File: src/rtl/joybus_pkg.sv
// Shared joybus constants, state encoding and command bytes.
// Used by the transmitter now and the receiver later.
package joybus_pkg;

  localparam int JB_US_CYCLES        = 40;
  localparam int JB_QUARTERS_PER_BIT = 4;
  localparam int JB_STOP_LOW_US      = 2;

  localparam logic [7:0] JB_CMD_ID     = 8'h00;
  localparam logic [7:0] JB_CMD_POLL   = 8'h40;
  localparam logic [7:0] JB_CMD_ORIGIN = 8'h41;

  typedef enum logic [1:0] {
    JB_IDLE,
    JB_BIT,
    JB_STOP
  } jb_state_e;

endpackage

File: src/rtl/joybus_qtick.sv
// Quarter-cell prescaler: counts 0..US_CYCLES-1, pulses qtick_o on terminal.
// Ports: clk_i, rst_i (sync, high), clr_i (sync hold at 0), qtick_o.
module joybus_qtick
  import joybus_pkg::*;
#(
  parameter int US_CYCLES = JB_US_CYCLES
) (
  input  logic clk_i,
  input  logic rst_i,
  input  logic clr_i,
  output logic qtick_o
);

  localparam int CW = (US_CYCLES > 1) ? $clog2(US_CYCLES) : 1;

  logic [CW-1:0] cnt_q, cnt_d;

  assign qtick_o = (cnt_q == CW'(US_CYCLES - 1));

  always_comb begin
    cnt_d = cnt_q + CW'(1);
    if (clr_i || qtick_o) cnt_d = '0;
  end

  always_ff @(posedge clk_i) begin
    if (rst_i) cnt_q <= '0;
    else       cnt_q <= cnt_d;
  end

endmodule

File: src/rtl/joybus_tx.sv
// Joybus serializer: valid/ready bytes in, open-drain low-drive out.
// Ports: CLK, RESET, in_data/in_last/in_valid/in_ready, drive_low, busy, underrun.
module joybus_tx
  import joybus_pkg::*;
#(
  parameter int US_CYCLES   = JB_US_CYCLES,
  parameter int STOP_LOW_US = JB_STOP_LOW_US
) (
  input  logic       CLK,
  input  logic       RESET,
  input  logic [7:0] in_data,
  input  logic       in_last,
  input  logic       in_valid,
  output logic       in_ready,
  output logic       drive_low,
  output logic       busy,
  output logic       underrun
);

  localparam logic [2:0] QLAST = 3'(JB_QUARTERS_PER_BIT - 1);
  localparam logic [2:0] QSTOP = 3'(STOP_LOW_US);

  jb_state_e  state_q, state_d;
  logic [7:0] byte_q, byte_d;
  logic       last_q, last_d;
  logic [2:0] bit_q, bit_d;
  logic [2:0] quar_q, quar_d;
  logic       dl_q, dl_d;
  logic       busy_q, busy_d;
  logic       qtick;
  logic       take;

  // Prescaler sits at 0 while idle so the first cell is phase-exact.
  joybus_qtick #(
    .US_CYCLES(US_CYCLES)
  ) u_qtick (
    .clk_i  (CLK),
    .rst_i  (RESET),
    .clr_i  (state_q == JB_IDLE),
    .qtick_o(qtick)
  );

  always_comb begin
    state_d  = state_q;
    byte_d   = byte_q;
    last_d   = last_q;
    bit_d    = bit_q;
    quar_d   = quar_q;
    busy_d   = busy_q;
    in_ready = 1'b0;
    underrun = 1'b0;
    take     = 1'b0;
    unique case (state_q)
      JB_IDLE: begin
        in_ready = !RESET;
        take     = in_valid && !RESET;
      end
      JB_BIT: begin
        if (qtick) begin
          if (quar_q != QLAST) begin
            quar_d = quar_q + 3'd1;
          end else if (bit_q != 3'd0) begin
            bit_d  = bit_q - 3'd1;
            quar_d = 3'd0;
          end else if (last_q) begin
            state_d = JB_STOP;
            quar_d  = 3'd0;
          end else begin
            // Only window for a follow-on byte: truncate, never stall.
            in_ready = !RESET;
            take     = in_valid && !RESET;
            if (!take) begin
              underrun = !RESET;
              state_d  = JB_STOP;
              quar_d   = 3'd0;
            end
          end
        end
      end
      JB_STOP: begin
        if (qtick) begin
          if (quar_q == QSTOP) begin
            state_d = JB_IDLE;
            quar_d  = 3'd0;
            busy_d  = 1'b0;
          end else begin
            quar_d = quar_q + 3'd1;
          end
        end
      end
      default: state_d = JB_IDLE;
    endcase
    if (take) begin
      state_d = JB_BIT;
      byte_d  = in_data;
      last_d  = in_last;
      bit_d   = 3'd7;
      quar_d  = 3'd0;
      busy_d  = 1'b1;
    end
    // Output is computed from next state so the register edge
    // lands exactly on the quarter boundary.
    dl_d = 1'b0;
    unique case (state_d)
      JB_BIT:  dl_d = (quar_d == 3'd0) ||
                      ((quar_d != QLAST) && !byte_d[bit_d]);
      JB_STOP: dl_d = (quar_d < QSTOP);
      default: dl_d = 1'b0;
    endcase
  end

  always_ff @(posedge CLK) begin
    if (RESET) begin
      state_q <= JB_IDLE;
      byte_q  <= '0;
      last_q  <= 1'b0;
      bit_q   <= '0;
      quar_q  <= '0;
      dl_q    <= 1'b0;
      busy_q  <= 1'b0;
    end else begin
      state_q <= state_d;
      byte_q  <= byte_d;
      last_q  <= last_d;
      bit_q   <= bit_d;
      quar_q  <= quar_d;
      dl_q    <= dl_d;
      busy_q  <= busy_d;
    end
  end

  assign drive_low = dl_q;
  assign busy      = busy_q;

endmodule

File: config.mk
export PLATFORM = sky130hd
export DESIGN_NAME = joybus_tx
export DESIGN_NICKNAME = d
export VERILOG_FILES = /design/src/rtl/joybus_pkg.sv /design/src/rtl/joybus_qtick.sv /design/src/rtl/joybus_tx.sv
export SDC_FILE = /design/constraint.sdc
export NUM_CORES = 1
export LEC_CHECK = 0
export CAP_MARGIN = 20
export CORE_ASPECT_RATIO = 1.4
export CORE_UTILIZATION = 25
export DETAILED_ROUTE_END_ITERATION = 16
export PLACE_DENSITY = 0.46
export REMOVE_ABC_BUFFERS = 1
export SETUP_SLACK_MARGIN = 0.4
export SKIP_CTS_REPAIR_TIMING = 1
export SYNTH_ARGS = -nofsm -noshare
export SYNTH_HDL_FRONTEND = slang
export SYNTH_SLANG_ARGS = --single-unit
File: constraint.sdc
create_clock -name CLK -period 3.5 [get_ports CLK]
set_input_delay 0.35 -clock CLK [delete_from_list [all_inputs] [get_ports CLK]]
set_output_delay 0.35 -clock CLK [all_outputs]
set_load 0.01 [all_outputs]
* Word-level counts from Yosys, hierarchy flattened *
Index checks and enable logic that the tools add are counted.
W data, S select, Z words.

operators by class
  add/subtract/negate cells = 3
  order comparisons = 2
  eq/ne operators = 8
  multiplexer cells = 47
  reduce and logical (&&, ||, !) cells = 14

operators by type and width
  kind                   count
  $mux W3                13
  $mux W1                19
  $mux W2                8
  $mux W8                1
  $add A6 B1 Y6 const B  1
  $eq A6 B6 Y1 const B   1
  $ne A3 B2 Y1 const B   2
  $pmux W1 S2            3
  $pmux W2 S3            1
  $pmux W3 S2            1
  $reduce_bool A2 Y1     3
  $eq A2 B1 Y1 const B   2
  $eq A2 B2 Y1 const B   2
  $lt A3 B4 Y1 const B   1
  $add A3 B1 Y3 const B  1
  $bmux W1 S3            1
  $eq A3 B2 Y1 const B   1
  $logic_not A3 Y1       1
  $lt A3 B2 Y1 const B   1
  $reduce_and A3 Y1      1
  $reduce_bool A3 Y1     1
  $sub A3 B1 Y3 const B  1
  $logic_and A1 B1 Y1    2
  $logic_not A1 Y1       2
  other kinds (3)        4

storage, ports and cells
  flip-flop bits (word level) = 25

* Logic depth before layout (Yosys ltp) *
  depth after elaboration = 14
  depth in mapped cells = 17

* By module *
A second synthesis with hierarchy kept.

unflattened totals
  cells, all modules = 182
  area, all modules = 1549.0 um^2

modules (own cells, without submodules)
  module        times used  cells each  area each (um^2)
  joybus_tx     1           156         1302.5
  joybus_qtick  1           26          246.5

* Worst setup path before layout *
No wires, ideal clock.

  kind = flip-flop to flip-flop
  from = register bit_q[0]
  to = register dl_q, in the netlist drive_low
  library setup time = 0.103 ns
  arrival = 2.828 ns
  required time = 3.397 ns
  path slack = 0.568 ns
  stages on the path, launching flop included = 18
  buffers on the path = 2
  clock period less this slack = 2.932 ns
  cells stage by stage = dfxtp_1 clkbuf_1 inv_1 ha_1 nor2b_1 nand2_1 o22ai_1 and2_1 clkbuf_1 a211o_1 inv_1 ha_1 inv_1 nand2_1 a31oi_1 a311oi_1 o22ai_1 a2111oi_2

RTL lines
  item                                                 RTL line          text
  from (decl)                                          joybus_tx.sv:26   logic [2:0] bit_q, bit_d;
  from (signal assigned)                               joybus_tx.sv:125  bit_q <= bit_d;
  $reduce_bool A3 Y1 *                                 joybus_tx.sv:62   end else if (bit_q != 3'd0) begin
  $mux W2 / $mux W1 (equally long branches)            joybus_tx.sv:62
  $mux W2 / $mux W1 (equally long branches)            joybus_tx.sv:60   if (quar_q != QLAST) begin
  $mux W2 / $mux W1 (equally long branches)            joybus_tx.sv:59   if (qtick) begin
  $pmux W2 S3 / $pmux W1 S2 (equally long branches)    joybus_tx.sv:53   unique case (state_q)
  $mux W2 *                                            joybus_tx.sv:93   if (take) begin
  via state_d[1]                                       joybus_tx.sv:23   jb_state_e state_q, state_d;
  $eq A2 B2 Y1 / $eq A2 B1 Y1 (equally long branches)  joybus_tx.sv:104  unique case (state_d)
  $pmux W1 S2 *                                        joybus_tx.sv:104
  to (signal assigned)                                 joybus_tx.sv:127  dl_q <= dl_d;
  to (decl)                                            joybus_tx.sv:28   logic dl_q, dl_d;

Mark *: on every way through the listed nets, which the timed path passes. The rest lies on a longest branch. The select of a mux whose other input is x is not followed.
A chain may end at the register's enable or synchronous reset.

* Final worst setup path *
  from = register quar_q[0]
  to = register dl_q, in the netlist drive_low

RTL lines
  item                                                 RTL line                          text
  from (decl)                                          joybus_tx.sv:27                   logic [2:0] quar_q, quar_d;
  from (signal assigned)                               joybus_tx.sv:126                  quar_q <= quar_d;
  $eq A3 B2 Y1 / $ne A3 B2 Y1 (equally long branches)  joybus_tx.sv:82, joybus_tx.sv:60
  $mux W2, or another cell as far along                joybus_tx.sv:82                   if (quar_q == QSTOP) begin
  $mux W2, or another cell as far along                joybus_tx.sv:81                   if (qtick) begin
  $pmux W2 S3 / $pmux W1 S2 (equally long branches)    joybus_tx.sv:53
  $mux W2 *                                            joybus_tx.sv:93
  via state_d[1]                                       joybus_tx.sv:23
  $eq A2 B2 Y1 / $eq A2 B1 Y1 (equally long branches)  joybus_tx.sv:104
  $pmux W1 S2 *                                        joybus_tx.sv:104

Marks and branches as above.

==> impl_metrics.env <==
export IMPL_fin_skew_ns=0.00267
export IMPL_grt_overflow_total=0
export IMPL_synth_edf_count=0
export IMPL_wl_per_cell_microns=12.0
export IMPL_htree_levels=1
export IMPL_antenna_found_initial=0
export IMPL_path_depth=15
export IMPL_p_sw_uw=151
export IMPL_r2r_cells=15
export IMPL_cts_buffers_inserted=3
export IMPL_antenna_left=0
export IMPL_total_power_uw=573
export IMPL_grt_start_max_net_pins=18
export IMPL_relSlewSlack_pct=63.3
export IMPL_critical_path_required_ns=3.68
export IMPL_synth_top_area_cell="dfxtp_1"
export IMPL_drv_cap=0
export IMPL_num_rows=32
export IMPL_hpwl_microns=2360
export IMPL_fin_crit_ns=2.84
export IMPL_vias=1211
export IMPL_p_comb_share_pct=16.9
export IMPL_start_util_pct=26.0
export IMPL_synthesis_area_sq_um=1450
export IMPL_dieArea_sq_um=6110
export IMPL_p_per_area_nw_per_um2=329
export IMPL_place_ws_ns=0.499
export IMPL_synthFlopType="dfxtp_1"
export IMPL_period_share_pct=81.2
export IMPL_grt_pass1_wl_microns=5370
export IMPL_p_leak_uw=0.000658
export IMPL_vdd_ir_drop_max_v=0.000167
export IMPL_crit_chain="ha_1 -> ha_1 -> and2_1 -> nand2_1 -> o22ai_1 -> and2_4 -> a211o_1 -> inv_1 -> ha_1 -> inv_1 -> nand2_1 -> a31oi_1 -> a311oi_1 -> o22ai_1 -> a2111oi_2"
export IMPL_final_hold_violation_count=0
export IMPL_diodes=0
export IMPL_worstSetupPathType="flop to flop"
export IMPL_crit_buf_inv=2
export IMPL_cp_max_fo=6
export IMPL_yosysMostFrequentCell="nand2_1"
export IMPL_worst_setup_path_start_kind="flop"
export IMPL_endpoint_kind="flop"
export IMPL_yosysTopAreaCellShare_pct=34.5
export IMPL_cp_arrival_ns=3.02
export IMPL_drt_initial_drc_count=17
export IMPL_cts_sinks=25
export IMPL_syn_inst=178
export IMPL_ys_types=33
export IMPL_crit_family="compound AO/OA/AOI/OAI gates"
export IMPL_io_buffers=15
export IMPL_ys_warnings_count=0
export IMPL_drcViolationCount=0
export IMPL_min_path_cells=1
export IMPL_cts_tree="built"
export IMPL_cts_root_buf="clkbuf_8"
export IMPL_regToRegSetupSlack_ns=0.66
export IMPL_clkLatencyLatePin_ns=0.27
export IMPL_die_h_microns=92.1
export IMPL_drive_above_1_share_pct=9.33
export IMPL_fp_dieW_microns=66.3
export IMPL_p_int_uw=422
export IMPL_clock_path_buffers=2
export IMPL_finalWirelength_microns=3130
export IMPL_grt_pass1_vias=1203
export IMPL_syn_area_per_cell_sq_um=8.14
export IMPL_firstDrtPassIters=4
export IMPL_critPathSlowestCell="dfxtp_2"
export IMPL_vias_per_cell=4.64
export IMPL_synth_seq_cells=25
export IMPL_tightest_slew_ns=0.549
export IMPL_track_usage_pct=11.5
export IMPL_p_clk_share_pct=30.3
export IMPL_syn_to_final_growth_pct=20.0
export IMPL_seqPwrFrac_pct=52.8
export IMPL_hold_class="flop to flop"
export IMPL_slew_violations=0
export IMPL_slowest_delay_ns=0.36
export IMPL_synth_common_cells="nand2_1, dfxtp_1, nor2_1, a21oi_1, inv_1"
export IMPL_async_flop_share_pct=0
export IMPL_finalSetupViolCount=0
export IMPL_fin_setup_tns_ns=0
export IMPL_finalNetCount=218
export IMPL_coreArea_sq_um=5570
export IMPL_rsz0062_at_grt="false"
export IMPL_switching_share_pct=26.4
export IMPL_final_area_sq_um=1740
export IMPL_gp_congestion=0.720
export IMPL_max_freq_mhz=352
export IMPL_io_pin_count=16
export IMPL_synth_area_leaders="dfxtp_1, ha_1, nand2_1, nor2_1, a21oi_1"
export IMPL_clk_pin_slew_worst_paths_ns=0.09
export IMPL_cp_common_cell="ha_1"
export IMPL_finalWorstSetupSlack_ns=0.658
export IMPL_post_dp_cell_area_sq_um=1680
export IMPL_ys_seq_area_share_pct=34.5
export IMPL_outcome="finished clean"
## stage by stage
stage | cells | hold slack [ns] | utilization (%)
after floorplan | 171 | 0.418 | -
after global placement | 257 | 0.431 | 30.2
after detailed placement | 257 | 0.438 | 30.2
after CTS | 261 | 0.457 | 31.0
after global routing | 261 | 0.489 | 31.3
final | 261 | 0.449 | 31.3
## worst paths after layout
path,from,to
min reg2reg,u_qtick.cnt_q[0]$_SDFF_PP0_,u_qtick.cnt_q[0]$_SDFF_PP0_
min,u_qtick.cnt_q[0]$_SDFF_PP0_,u_qtick.cnt_q[0]$_SDFF_PP0_
max,quar_q[0]$_SDFF_PP0_,drive_low$_SDFF_PP0_
max reg2reg,quar_q[0]$_SDFF_PP0_,drive_low$_SDFF_PP0_
## cell families (layout without fill, tap and decap cells)
family,count (synthesis),in the layout,share of synthesized area [%]
xor gates and xnor gates,5,5,3.02
adders and majority gates,12,12,10.4
DFF,25,25,34.5
buffers and inverters,22,37,5.79
and+or+nand+nor,71,71,22.4
muxes,8,8,8.55
AOI/OAI and AO/OA,35,35,15.4
## registers in the layout (all words and copies together) (netlist names)
register and count:
quar_q 3, state_q 2, busy 1, last_q 1
u_qtick.cnt_q 6, byte_q 8, drive_low 1, bit_q 3
## metal layers
metal	GRT usage, %	routed length, microns	up-vias
li1	-	-	635
met2	19.9	1600	11
met1	13.4	1430	563
met5	0	0	-
met3	1.62	58	2
met4	5.32	42	0
## worst reg2reg max path, cell delays in order (launching register included)
cell and delay [ns]:
dfxtp_2 0.36, ha_1 0.20, ha_1 0.22, and2_1 0.19
nand2_1 0.08, o22ai_1 0.14, and2_4 0.21, a211o_1 0.27
inv_1 0.07, ha_1 0.16, inv_1 0.06, nand2_1 0.06
a31oi_1 0.08, a311oi_1 0.21, o22ai_1 0.12, a2111oi_2 0.34
## final cells by class
class                      count  area [sq um]
sequential                    25           502
clock inverter                 1          5.00
inverter                      15          56.3
multi-input combinational    131           877
clock buffer                   3          41.3
fill                         604          3830
tap                           68          85.1
timing repair buffer          18           173
## power by group through the flow
| stage | logic (uW) | registers [uW] | clock network (uW) |
|---|---|---|---|
| global route | 108 | 305 | 193 |
| CTS | 96.9 | 303 | 183 |
| detailed placement | 96.4 | 309 | 0 |
| floorplan | 55.3 | 309 | 0 |
| global placement | 97.3 | 309 | 0 |
| finish | 96.7 | 302 | 174 |
## cell usage in the layout, fill, tap and decap left out, types with 2 or more instances in the layout
cell type        count
a21o_1               3
nand3_1              4
inv_1               15
nor2b_1              2
dfxtp_1             24
buf_4                3
mux2_2               2
ha_1                12
clkbuf_8             3
a21oi_1             16
o21ai_0              2
nor2_1              22
a311oi_1             2
o22ai_1              4
xor2_1               2
mux2i_1              3
nand2_1             29
nor3_1               4
clkdlybuf4s50_1     15
a31oi_1              3
xnor2_1              3
mux4_2               2
nand4_1              2
(Power assumes the default switching activity.)
